### src/rtl/button_event_scheduler.sv
// Turns button presses and auto-repeat ticks into a single valid/ready event stream.
// Four buttons share one output register through a round-robin arbiter.
module button_event_scheduler #(
    parameter int REPEAT_DELAY  = 50000000,
    parameter int REPEAT_PERIOD = 10000000
) (
    input  logic       clk,
    input  logic       rst_n,
    input  logic [3:0] btn_level,
    output logic       evt_valid,
    input  logic       evt_ready,
    output logic [1:0] evt_id,
    output logic       evt_repeat,
    output logic       drop_pulse
);

    // state   | meaning
    // IDLE    | no sole button is being tracked for auto-repeat
    // DELAY   | sole button held, waiting for the first repeat tick
    // REPEAT  | sole button still held, ticking every REPEAT_PERIOD cycles
    typedef enum logic [1:0] {
        ST_IDLE   = 2'd0,
        ST_DELAY  = 2'd1,
        ST_REPEAT = 2'd2
    } state_t;

    // Both parameters must be at least 2.
    localparam logic [25:0] DLY_LAST = 26'(REPEAT_DELAY - 1);
    localparam logic [25:0] PER_LAST = 26'(REPEAT_PERIOD - 1);

    state_t      state_q, state_d;
    logic [25:0] cnt_q, cnt_d;
    logic [1:0]  held_id_q, held_id_d;
    logic [3:0]  btn_prev_q;
    logic [3:0]  pending_q, pending_d;
    logic [3:0]  rep_q, rep_d;
    logic [1:0]  last_grant_q, last_grant_d;
    logic        evt_valid_q, evt_valid_d;
    logic [1:0]  evt_id_q, evt_id_d;
    logic        evt_repeat_q, evt_repeat_d;
    logic        drop_q, drop_d;

    logic [3:0]  press;
    logic [3:0]  held_oh;
    logic        lvl_onehot;
    logic [1:0]  lvl_idx;
    logic        tick;
    logic [3:0]  tick_oh;
    logic [3:0]  ev;
    logic [3:0]  ev_rep;
    logic [3:0]  drop_vec;
    logic [3:0]  accept;
    logic        free;
    logic        gnt_vld;
    logic [1:0]  gnt_id;
    logic [1:0]  srch_idx;
    logic [3:0]  gnt_oh;

    assign press      = btn_level & ~btn_prev_q;
    assign held_oh    = 4'b0001 << held_id_q;
    assign lvl_onehot = (btn_level != 4'd0) && ((btn_level & (btn_level - 4'd1)) == 4'd0);

    always_comb begin
        lvl_idx = 2'd0;
        for (int i = 0; i < 4; i++) begin
            if (btn_level[i]) lvl_idx = 2'(i);
        end
    end

    always_comb begin
        state_d   = state_q;
        cnt_d     = cnt_q;
        held_id_d = held_id_q;
        tick      = 1'b0;
        case (state_q)
            ST_IDLE: begin
                if (lvl_onehot && press[lvl_idx]) begin
                    state_d   = ST_DELAY;
                    held_id_d = lvl_idx;
                    cnt_d     = 26'd0;
                end
            end
            ST_DELAY: begin
                if (btn_level != held_oh) begin
                    state_d = ST_IDLE;
                    cnt_d   = 26'd0;
                end else if (cnt_q == DLY_LAST) begin
                    tick    = 1'b1;
                    cnt_d   = 26'd0;
                    state_d = ST_REPEAT;
                end else begin
                    cnt_d = cnt_q + 26'd1;
                end
            end
            ST_REPEAT: begin
                if (btn_level != held_oh) begin
                    state_d = ST_IDLE;
                    cnt_d   = 26'd0;
                end else if (cnt_q == PER_LAST) begin
                    tick  = 1'b1;
                    cnt_d = 26'd0;
                end else begin
                    cnt_d = cnt_q + 26'd1;
                end
            end
            default: begin
                state_d = ST_IDLE;
                cnt_d   = 26'd0;
            end
        endcase
    end

    assign tick_oh = tick ? held_oh : 4'd0;
    assign ev      = press | tick_oh;
    // A fresh press outranks a coincident tick on the same button.
    assign ev_rep  = tick_oh & ~press;

    assign free = ~evt_valid_q | evt_ready;

    always_comb begin
        gnt_vld  = 1'b0;
        gnt_id   = 2'd0;
        srch_idx = 2'd0;
        if (free) begin
            for (int k = 1; k <= 4; k++) begin
                srch_idx = last_grant_q + 2'(k);
                if (!gnt_vld && pending_q[srch_idx]) begin
                    gnt_vld = 1'b1;
                    gnt_id  = srch_idx;
                end
            end
        end
    end

    assign gnt_oh = gnt_vld ? (4'b0001 << gnt_id) : 4'd0;

    // An event landing on a still-pending, ungranted button is discarded.
    assign drop_vec  = ev & pending_q & ~gnt_oh;
    assign accept    = ev & ~drop_vec;
    assign pending_d = (pending_q & ~gnt_oh) | accept;
    assign rep_d     = (rep_q & ~accept) | (ev_rep & accept);
    assign drop_d    = |drop_vec;

    always_comb begin
        evt_valid_d  = evt_valid_q;
        evt_id_d     = evt_id_q;
        evt_repeat_d = evt_repeat_q;
        last_grant_d = last_grant_q;
        if (gnt_vld) begin
            evt_valid_d  = 1'b1;
            evt_id_d     = gnt_id;
            evt_repeat_d = rep_q[gnt_id];
            last_grant_d = gnt_id;
        end else if (free) begin
            evt_valid_d = 1'b0;
        end
    end

    always_ff @(posedge clk or negedge rst_n) begin
        if (!rst_n) begin
            state_q      <= ST_IDLE;
            cnt_q        <= 26'd0;
            held_id_q    <= 2'd0;
            btn_prev_q   <= 4'd0;
            pending_q    <= 4'd0;
            rep_q        <= 4'd0;
            last_grant_q <= 2'd3;
            evt_valid_q  <= 1'b0;
            evt_id_q     <= 2'd0;
            evt_repeat_q <= 1'b0;
            drop_q       <= 1'b0;
        end else begin
            state_q      <= state_d;
            cnt_q        <= cnt_d;
            held_id_q    <= held_id_d;
            btn_prev_q   <= btn_level;
            pending_q    <= pending_d;
            rep_q        <= rep_d;
            last_grant_q <= last_grant_d;
            evt_valid_q  <= evt_valid_d;
            evt_id_q     <= evt_id_d;
            evt_repeat_q <= evt_repeat_d;
            drop_q       <= drop_d;
        end
    end

    assign evt_valid  = evt_valid_q;
    assign evt_id     = evt_id_q;
    assign evt_repeat = evt_repeat_q;
    assign drop_pulse = drop_q;

endmodule

### config.mk
export PLATFORM = sky130hd
export DESIGN_NAME = button_event_scheduler
export DESIGN_NICKNAME = d
export VERILOG_FILES = /design/src/rtl/button_event_scheduler.sv
export SDC_FILE = /design/constraint.sdc
export NUM_CORES = 1
export LEC_CHECK = 0
export ABC_AREA = 1
export CAP_MARGIN = 30
export CORE_MARGIN = 2
export CORE_UTILIZATION = 40
export CTS_CLUSTER_SIZE = 40
export DETAILED_ROUTE_END_ITERATION = 8
export HOLD_SLACK_MARGIN = 0.03
export PLACE_DENSITY = 0.68
export SLEW_MARGIN = 20
export SYNTH_ARGS = -nofsm -noshare
export SYNTH_HDL_FRONTEND = slang
export SYNTH_SLANG_ARGS = --single-unit
export TNS_END_PERCENT = 20
### constraint.sdc
create_clock -name clk -period 1.95 [get_ports clk]
set_input_delay 0.2925 -clock clk [delete_from_list [all_inputs] [get_ports clk]]
set_output_delay 0.2925 -clock clk [all_outputs]
set_load 0.01 [all_outputs]
==> flow_summary.toml, run 1 <==
[yosys]
ys_async_sr_fraction_pct = 100
synth_largest_area_cell = "dfrtp_1"
ys_types = 37
syn_nets = 522
syn_area_um2 = 3440
ys_seq_elements = 49
ys_dominant_reg_cell = "dfrtp_1"
synth_top_area_share_pct = 34.2
synth_warnings = 0
synth_edf_count = 0
syn-instance-count = 511
yosys-top-cells-area = "dfrtp_1 (34%), nand2_1 (17%), nand3_1 (7.9%)"
syn-mean-instance-area_um2 = 6.73
yosysSeqAreaShare_pct = 35.7

[route]
vias_per_cell = 5.06
postRouteWirelength_um = 9080
drt-initial-drc-count = 204
drcViolationCount = 0
ant_nets = 0
dr.pass1.iters = 5
routedWlPerCell_um = 13.1
via_count = 3508

[die]
fp.dieW_um = 96.7
start_util_pct = 41.7
coreArea_um2 = 8260
die_area_um2 = 9360
die_h_um = 96.7
rows = 33
pin_count = 12

[sta]
fin_ws_ns = -0.0643
post-route-min-period_ns = 2.01
layout_worst_path_cycle_share_pct = 103
hold_viol = 0
fmax_mhz = 496
report.final.slew_viol_count = 0
skew_ns = 0.0102
worstMarginPinSlew_ns = 0.660
setup_viol = 6
grt_setup_unrepaired = "true"
relSlewSlack_pct = 56.0

[grt]
grt_pass1_vias = 3146
grt_pass1_wl_um = 14100
grt_max_degree = 50
antenna_found_initial = 0
gr-total-overflow = 0
grtUsageTotal_pct = 17.7

[clock_network]
clk_pin_slew_ns = 0.09
worstSkewPairLatency_ns = 0.31
postCtsHoldBufs = 0
h-tree-depth = 2
cts_made_buffers = 5
cts.sinks = 49
cts_tree = "built"
clockBufferDepth = 2
root_buffer = "clkbuf_8"

[pwr]
p_leak_uw = 0.00223
power_frac_clock_pct = 12.3
p_sw_uw = 2520
p_seq_share_pct = 26.2
switching_share_pct = 47.6
p_int_uw = 2780
p_total_uw = 5300
ir_drop_mv = 0.530
p_per_area_nw_per_um2 = 1200
comb_power_share_pct = 61.5

[critical_path]
worstPathArrival_ns = 2.23
regToRegStartpoint = "last_grant_q[0]"
path_max_fanout = 7
ff2ff_setup_slack_ns = -0.06
critPathCaptureType = "flop"
crit_type = "reg -> reg"
r2r_cells = 16
startpoint_type = "flop"
cp.required_ns = 2.16
crit_start = "last_grant_q[0]"

[place]
io_buffers = 11
preCtsSetupSlack_ns = -0.358
post-dp-hpwl_um = 6190
gp_congestion = 0.928
dp.cells = 671

[finish]
area.growth.synth_to_final_pct = 28.5
finalNetCount = 598
layout_commonest_cell = "nand2_1"
final_cell_mix = "nand2_1 (141), inv_1 (68), buf_4 (64), nand3_1 (51), nor2_1 (47)"
stdcell_count = 693
fin_util_pct = 53.5
fill_cells = 796
antenna_cells = 0
drive_gt1_share_pct = 26.4

[outcome]
violations = "negative setup slack"
status = "finished, violations left"

[min_path]
hold_path_class = "in -> async"

[job]
drv_cap = 0
-- timing repair --
item	in CTS	in global routing
cloned	0	3
pin swaps	2	11
gates resized for setup	8	53
setup buffers	1	10
setup endpoints to repair	23	39
-- layer usage --
layer	up-vias	global-route usage, %	wire length (um)
met1	1649	23.2	3960
met5	-	0	0
met4	0	4.77	104
met3	11	2.82	321
met2	81	30.5	4700
li1	1767	-	-
-- flip-flops by register name, summed over array words and instances, names as in the netlist, named ones only --
| name | flops |
|---|---|
| evt_id | 2 |
| cnt_q | 26 |
| evt_repeat | 1 |
| last_grant_q | 2 |
| pending_q | 4 |
| btn_prev_q | 4 |
| state_q | 2 |
| drop_pulse | 1 |
| held_id_q | 2 |
| evt_valid | 1 |
-- final cells by class --
type | instances | area [um2] | area share (%)
clock inverters | 2 | 13.8 | 0.311
repair inverters | 1 | 8.76 | 0.198
well taps | 105 | 131 | 2.97
clock buffers | 6 | 82.6 | 1.87
repair buffers | 76 | 607 | 13.7
multi-input cells | 377 | 2040 | 46.1
inverters | 77 | 309 | 6.99
flip-flops and latches | 49 | 1230 | 27.8
-- cell families after synthesis --
| family | Yosys count | share of synthesized area (%) |
|---|---|---|
| and+or+nand+nor | 330 | 44.2 |
| adders and majority gates | 4 | 1.46 |
| AOI/OAI and AO/OA | 28 | 4.47 |
| buffers and inverters | 87 | 10.8 |
| DFF | 49 | 35.7 |
| xor gates and xnor gates | 13 | 3.31 |
-- synthesized netlist by cell type (4+ instances only) --
master and number:
nor3_1 6, o21ai_1 4, inv_1 70, inv_2 5, o21ai_0 14, xor2_1 12
nor2_1 52, nor2_2 9, nand2_2 10, nand4_1 15, nor4_1 6, a21oi_1 6
nand3_1 54, ha_1 4, nand3b_1 5, nand2_1 160, dfrtp_1 47
-- stage by stage --
step / hold WS, ns / cell area, um2 / setup TNS [ns]
finish: 0.0737 / 4420 / -0.258
global route: 0.156 / 4420 / -2.04
CTS: 0.107 / 4130 / 0
detailed placement: 0.449 / 4000 / -9.18
global placement: 0.442 / 4000 / -7.23
floorplan: -0.00309 / 3440 / 0
-- how the worst min path moves through the flow --
stage / from / end / cells past startpoint
global route: rst_n / drop_pulse / 2
finish: rst_n / pending_q[2] / 2
detailed placement: rst_n / evt_valid / 2
floorplan: rst_n / asynchronous set/reset pin / 0
global placement: rst_n / evt_valid / 2
CTS: rst_n / drop_pulse / 2
-- power groups by stage --
stage	Sequential (uW)	Clock, uW	Combinational, uW
after global routing	1410	716	3610
after detailed placement	1390	0	2500
after floorplan	1340	0	1800
after global placement	1390	0	2430
after CTS	1370	675	2640
final	1390	651	3260
-- worst max-delay path: stages, from the launching register on --
cell and delay, ns:
dfstp_2 0.64, buf_4 0.15, nand2_1 0.06, nand2_2 0.11, nand2_1 0.09, nand2_2 0.11, inv_2 0.06, nand3_1 0.08
nand2_1 0.05, inv_1 0.08, nand2_4 0.08, inv_4 0.07, nand2_1 0.07, nand2_2 0.08, nand2_1 0.07, nand2_1 0.06
nand2_1 0.05
(Power assumes the default switching activity.)
==> run 2, diff against run 1 <==
--- a/config.mk
+++ b/config.mk
@@ -7,12 +7,14 @@
 export LEC_CHECK = 0
 export ABC_AREA = 1
 export CAP_MARGIN = 30
+export CELL_PAD_IN_SITES_DETAIL_PLACEMENT = 1
+export CELL_PAD_IN_SITES_GLOBAL_PLACEMENT = 2
 export CORE_MARGIN = 2
-export CORE_UTILIZATION = 40
+export CORE_UTILIZATION = 31
 export CTS_CLUSTER_SIZE = 40
 export DETAILED_ROUTE_END_ITERATION = 8
 export HOLD_SLACK_MARGIN = 0.03
-export PLACE_DENSITY = 0.68
+export PLACE_DENSITY = 0.85
 export SLEW_MARGIN = 20
 export SYNTH_ARGS = -nofsm -noshare
 export SYNTH_HDL_FRONTEND = slang
==> flow_summary.toml, run 2 (synthesized netlist as in run 1, its figures left out) <==
[grt]
gr-total-overflow = 0
grt_pass1_vias = 3622
grtUsageTotal_pct = 18.1
grt_pass1_wl_um = 17100
antenna_found_initial = 0
grt_max_degree = 23

[place]
post-dp-hpwl_um = 8080
preCtsSetupSlack_ns = -0.367
io_buffers = 11
gp_congestion = 0.869

[route]
drt-initial-drc-count = 158
vias_per_cell = 4.86
ant_nets = 0
postRouteWirelength_um = 11100
dr.pass1.iters = 4
drcViolationCount = 0
via_count = 3613
routedWlPerCell_um = 14.9

[critical_path]
slowest_stage = "dfstp_2"
ff2ff_setup_slack_ns = 0.005
critPathCaptureType = "flop"
r2r_end = "pending_q[1]"
crit_type = "reg -> reg"
r2r_cells = 14
cp_common_cell = "nand2_2"
cp.required_ns = 2.16
cp.buffers_inverters = 3
crit_family = "simple AND/OR/NAND/NOR gates"
startpoint_type = "flop"
worstPathArrival_ns = 2.15
regToRegStartpoint = "last_grant_q[0]"
path_max_fanout = 8
cpPeakStageDelay_ns = 0.60
path_cells = "inv_4, nand2_2, nand2_2, nand2_2, nand2_4, nor2_4, nand3_2, nand2_2, nand3_4, inv_2, nand2_2, nand2_2, buf_4, nand2_1"

[pwr]
p_leak_uw = 0.00230
p_per_area_nw_per_um2 = 1180
ir_drop_mv = 0.693

[die]
die_h_um = 109
pin_count = 12
die_area_um2 = 12000
rows = 38
start_util_pct = 31.7
fp.dieW_um = 109
coreArea_um2 = 10800

[sta]
report.final.slew_viol_count = 0
holdWs_ns = 0.205
setup_viol = 0
layout_worst_path_cycle_share_pct = 99.7
relSlewSlack_pct = 68.7
post-route-min-period_ns = 1.94
fmax_mhz = 514
hold_viol = 0
setup-tns-final_ns = 0
skew_ns = 0.0131
worstMarginPinSlew_ns = 0.469
grt_setup_unrepaired = "true"
fin_ws_ns = 0.00522

[clock_network]
worstSkewPairLatency_ns = 0.32
clk_pin_slew_ns = 0.11
h-tree-depth = 2
cts_made_buffers = 5
cts_tree = "built"
clockBufferDepth = 2
root_buffer = "clkbuf_8"
cts.sinks = 49

[finish]
fin_util_pct = 43.5
finalNetCount = 613
largest_reg_flops = 26
reg_top3 = "cnt_q x26, btn_prev_q x4, pending_q x4"
area.growth.synth_to_final_pct = 37.2
fill_cells = 1390
drive_gt1_share_pct = 35.8
top_register = "cnt_q"
antenna_cells = 0
layout_commonest_cell = "nand2_1"
final_cell_mix = "nand2_1 (125), buf_4 (78), inv_1 (63), nor2_1 (42)"

[outcome]
status = "finished, final reports clean"

[min_path]
hold_path_class = "in -> reg"
hp-start = "btn_level[1]"
holdPathEnd = "btn_prev_q[1]"
worstHoldPathCells = 1

[job]
drv_cap = 0
run 2: cell type report:
type	count	area, um2	area share [%]
multi-input combinational	376	2170	46.0
sequential	49	1240	26.2
timing repair buffer	93	744	15.8
inverter	77	297	6.28
tap	140	175	3.71
clock buffer	5	68.8	1.46
clock inverter	3	26.3	0.557
run 2: worst reg2reg max path, cell delays in order, from the launching register on:
cell and delay (ns):
dfstp_2 0.60, inv_4 0.07, nand2_2 0.06, nand2_2 0.08
nand2_2 0.10, nand2_4 0.07, nor2_4 0.13, nand3_2 0.10
nand2_2 0.11, nand3_4 0.11, inv_2 0.10, nand2_2 0.07
nand2_2 0.09, buf_4 0.11, nand2_1 0.05
run 2: timing repair:
item	4_1_cts	5_1_grt
hold buffers	1	0
endpoints found under the setup margin	29	36
hold endpoints to repair	16	0
gates resized for setup	10	102
pin swaps	1	26
buffers inserted	2	18
gates cloned	0	1
run 2: worst max path at each step:
stage	from	endpoint	slack (ns)	depth (start not counted)
finish	last_grant_q[0]	pending_q[1]	0.005	14
global route	cnt_q[9]	drop_pulse	-0.11	14
CTS	btn_level[0]	cnt_q[6]	0.002	12
detailed placement	btn_level[0]	cnt_q[6]	-0.37	12
global placement	btn_level[0]	cnt_q[6]	-0.26	12
floorplan	last_grant_q[0]	flop	0.13	16
run 2: power by group:
part | internal [uW] | switching (uW)
logic | 1440 | 2080
registers | 1210 | 194
clock network | 262 | 405
run 2: per-layer routing:
layer	global-route usage, %	routed length, um	part of all wire, %	vias to the layer above
met5	0	0	0	-
met4	4.70	221	2.0	0
met3	2.19	225	2.0	18
met2	33.0	5830	53	35
met1	22.5	4810	43	1770
li1	-	-	-	1790
run 2: through the flow:
| stage | cells | instance area, um2 | total power (uW) |
|---|---|---|---|
| detailed placement | 713 | 4100 | 4160 |
| global placement | 713 | 4100 | 4060 |
| floorplan | 511 | 3440 | 3140 |
| finish | 743 | 4720 | 5590 |
| CTS | 724 | 4250 | 4990 |
| global route | 743 | 4720 | 6030 |
==> run 3, diff against run 2 <==
--- a/config.mk
+++ b/config.mk
@@ -15,6 +15,7 @@
 export DETAILED_ROUTE_END_ITERATION = 8
 export HOLD_SLACK_MARGIN = 0.03
 export PLACE_DENSITY = 0.85
+export REMOVE_ABC_BUFFERS = 1
 export SLEW_MARGIN = 20
 export SYNTH_ARGS = -nofsm -noshare
 export SYNTH_HDL_FRONTEND = slang
==> flow_summary.toml, run 3 (synthesized netlist as in run 1, its figures left out) <==
[pwr]
ir_drop_mv = 0.677
p_leak_uw = 0.00234
p_total_uw = 5660
p_per_area_nw_per_um2 = 1200

[finish]
stdcell_count = 748
drive_gt1_share_pct = 32.9
top_register = "cnt_q"
largest_reg_flops = 26
layout_commonest_cell = "nand2_1"
fill_cells = 1383
multi_input_area_um2 = 2080
seqCellArea_um2 = 1240
reg_top3 = "cnt_q x26, btn_prev_q x4, pending_q x4"
final_cell_mix = "nand2_1 (125), buf_4 (77), inv_1 (65), nand3_1 (49), nor2_1 (47)"
area.growth.synth_to_final_pct = 37.0
antenna_cells = 0
stdcell_area_um2 = 4710
finalNetCount = 618

[grt]
gr-total-overflow = 0
grt_pass1_wl_um = 18500
grt_pass1_vias = 3788
antenna_found_initial = 0
grt_max_degree = 26
grtUsageTotal_pct = 19.9

[die]
rows = 38
start_util_pct = 31.7
coreArea_um2 = 10800
pin_count = 12
die_area_um2 = 12000
fp.dieW_um = 109
die_h_um = 109

[critical_path]
startpoint_type = "flop"
cpPeakStageDelay_ns = 0.43
regToRegStartpoint = "cnt_q[2]"
cp.depth = 10
worstPathArrival_ns = 2.24
crit_family = "simple AND/OR/NAND/NOR gates"
slowest_stage = "dfrtp_1"
critPathCaptureType = "flop"
path_cells = "inv_1, nor3_2, nand2_1, buf_4, nor2_1, xor2_1, nand3_1, o21ai_0, nand3_1, nand2_1"
cp.buffers_inverters = 2
crit_type = "reg -> reg"
cp.required_ns = 2.22
r2r_cells = 10
path_max_fanout = 3
crit_start = "cnt_q[2]"

[sta]
hold_viol = 0
fin_ws_ns = -0.0171
report.final.slew_viol_count = 0
fmax_mhz = 508
grt_setup_unrepaired = "true"
post-route-min-period_ns = 1.97
holdWs_ns = 0.219
skew_ns = 0.00440
worstMarginPinSlew_ns = 0.361
relSlewSlack_pct = 75.7
setup_viol = 6
layout_worst_path_cycle_share_pct = 101

[clock_network]
cts.sinks = 49
h-tree-depth = 2
clk_pin_slew_ns = 0.10
worstSkewPairLatency_ns = 0.32
clockBufferDepth = 2
cts_tree = "built"
cts_made_buffers = 5
root_buffer = "clkbuf_8"

[place]
dp.cells = 717
postPlaceCellArea_um2 = 4150
preCtsSetupSlack_ns = -0.365
post-dp-hpwl_um = 8310
gp_congestion = 0.857
io_buffers = 11

[outcome]
status = "finished, violations left"
violations = "negative setup slack"

[route]
routedWlPerCell_um = 15.5
ant_nets = 0
dr.pass1.iters = 4
drt-initial-drc-count = 163
vias_per_cell = 4.89
postRouteWirelength_um = 11600
drcViolationCount = 0
via_count = 3659

[job]
drv_cap = 0

[min_path]
hp-start = "btn_level[1]"
hold_path_class = "in -> reg"
worstHoldPathCells = 1
-- run 3: changes by cell type in the layout (fill, tap and decap cells not counted), sizes merged --
cell,change
buf,+4
dlygate4sd2,+3
clkinv,+2
dlymetal6s2s,-3
bufbuf,+1
clkbuf,+1
clkinvlp,-2
inv,-1
-- run 3: layout make-up --
class	count	share of cell area [%]
inverter	77	6.40
tap	140	3.72
timing repair buffer	98	17.7
multi-input combinational	376	44.2
sequential	49	26.3
clock buffer	6	1.54
clock inverter	2	0.212
-- run 3: repair_timing --
| action | in CTS | in global routing |
|---|---|---|
| hold buffers | 1 | 0 |
| cloned | 2 | 0 |
| pin swaps | 10 | 29 |
| resized for setup | 33 | 60 |
| setup buffers | 4 | 16 |
| endpoints found under the setup margin | 26 | 39 |
| hold endpoints to repair | 10 | 0 |
-- run 3: stage by stage --
stage,TNS (ns),utilization [%]
after global placement,-8.33,38.3
after detailed placement,-11.14,38.3
final,-0.0711,43.5
after CTS,-0.0121,40.7
after global routing,-2.15,43.5
after floorplan,0,-
-- run 3: metal layers --
layer | GRT usage (%) | up-vias | routed length, um
li1 | - | 1795 | -
met1 | 24.4 | 1819 | 5050
met2 | 36.4 | 34 | 6160
met5 | 0 | - | 0
met4 | 4.79 | 0 | 138
met3 | 2.73 | 11 | 241
-- run 3: path summary, 6_finish.rpt --
| check | endpoint | slack (ns) |
|---|---|---|
| worst min-delay path | btn_prev_q[1] | 0.22 |
| worst min register to register | flop | 0.49 |
| min in group asynchronous | evt_valid | 0.39 |
| worst max-delay path | cnt_q[13] | -0.02 |
| max in group asynchronous | cnt_q[12] | 0.87 |
| worst max register to register | cnt_q[13] | -0.02 |
-- run 3: report_power, final --
group	leakage [uW]	internal (uW)	switching (uW)
logic	0.00166	1550	2080
registers	0.000631	1210	198
clock network	0.0000450	250	378
total	0.00234	3010	2650
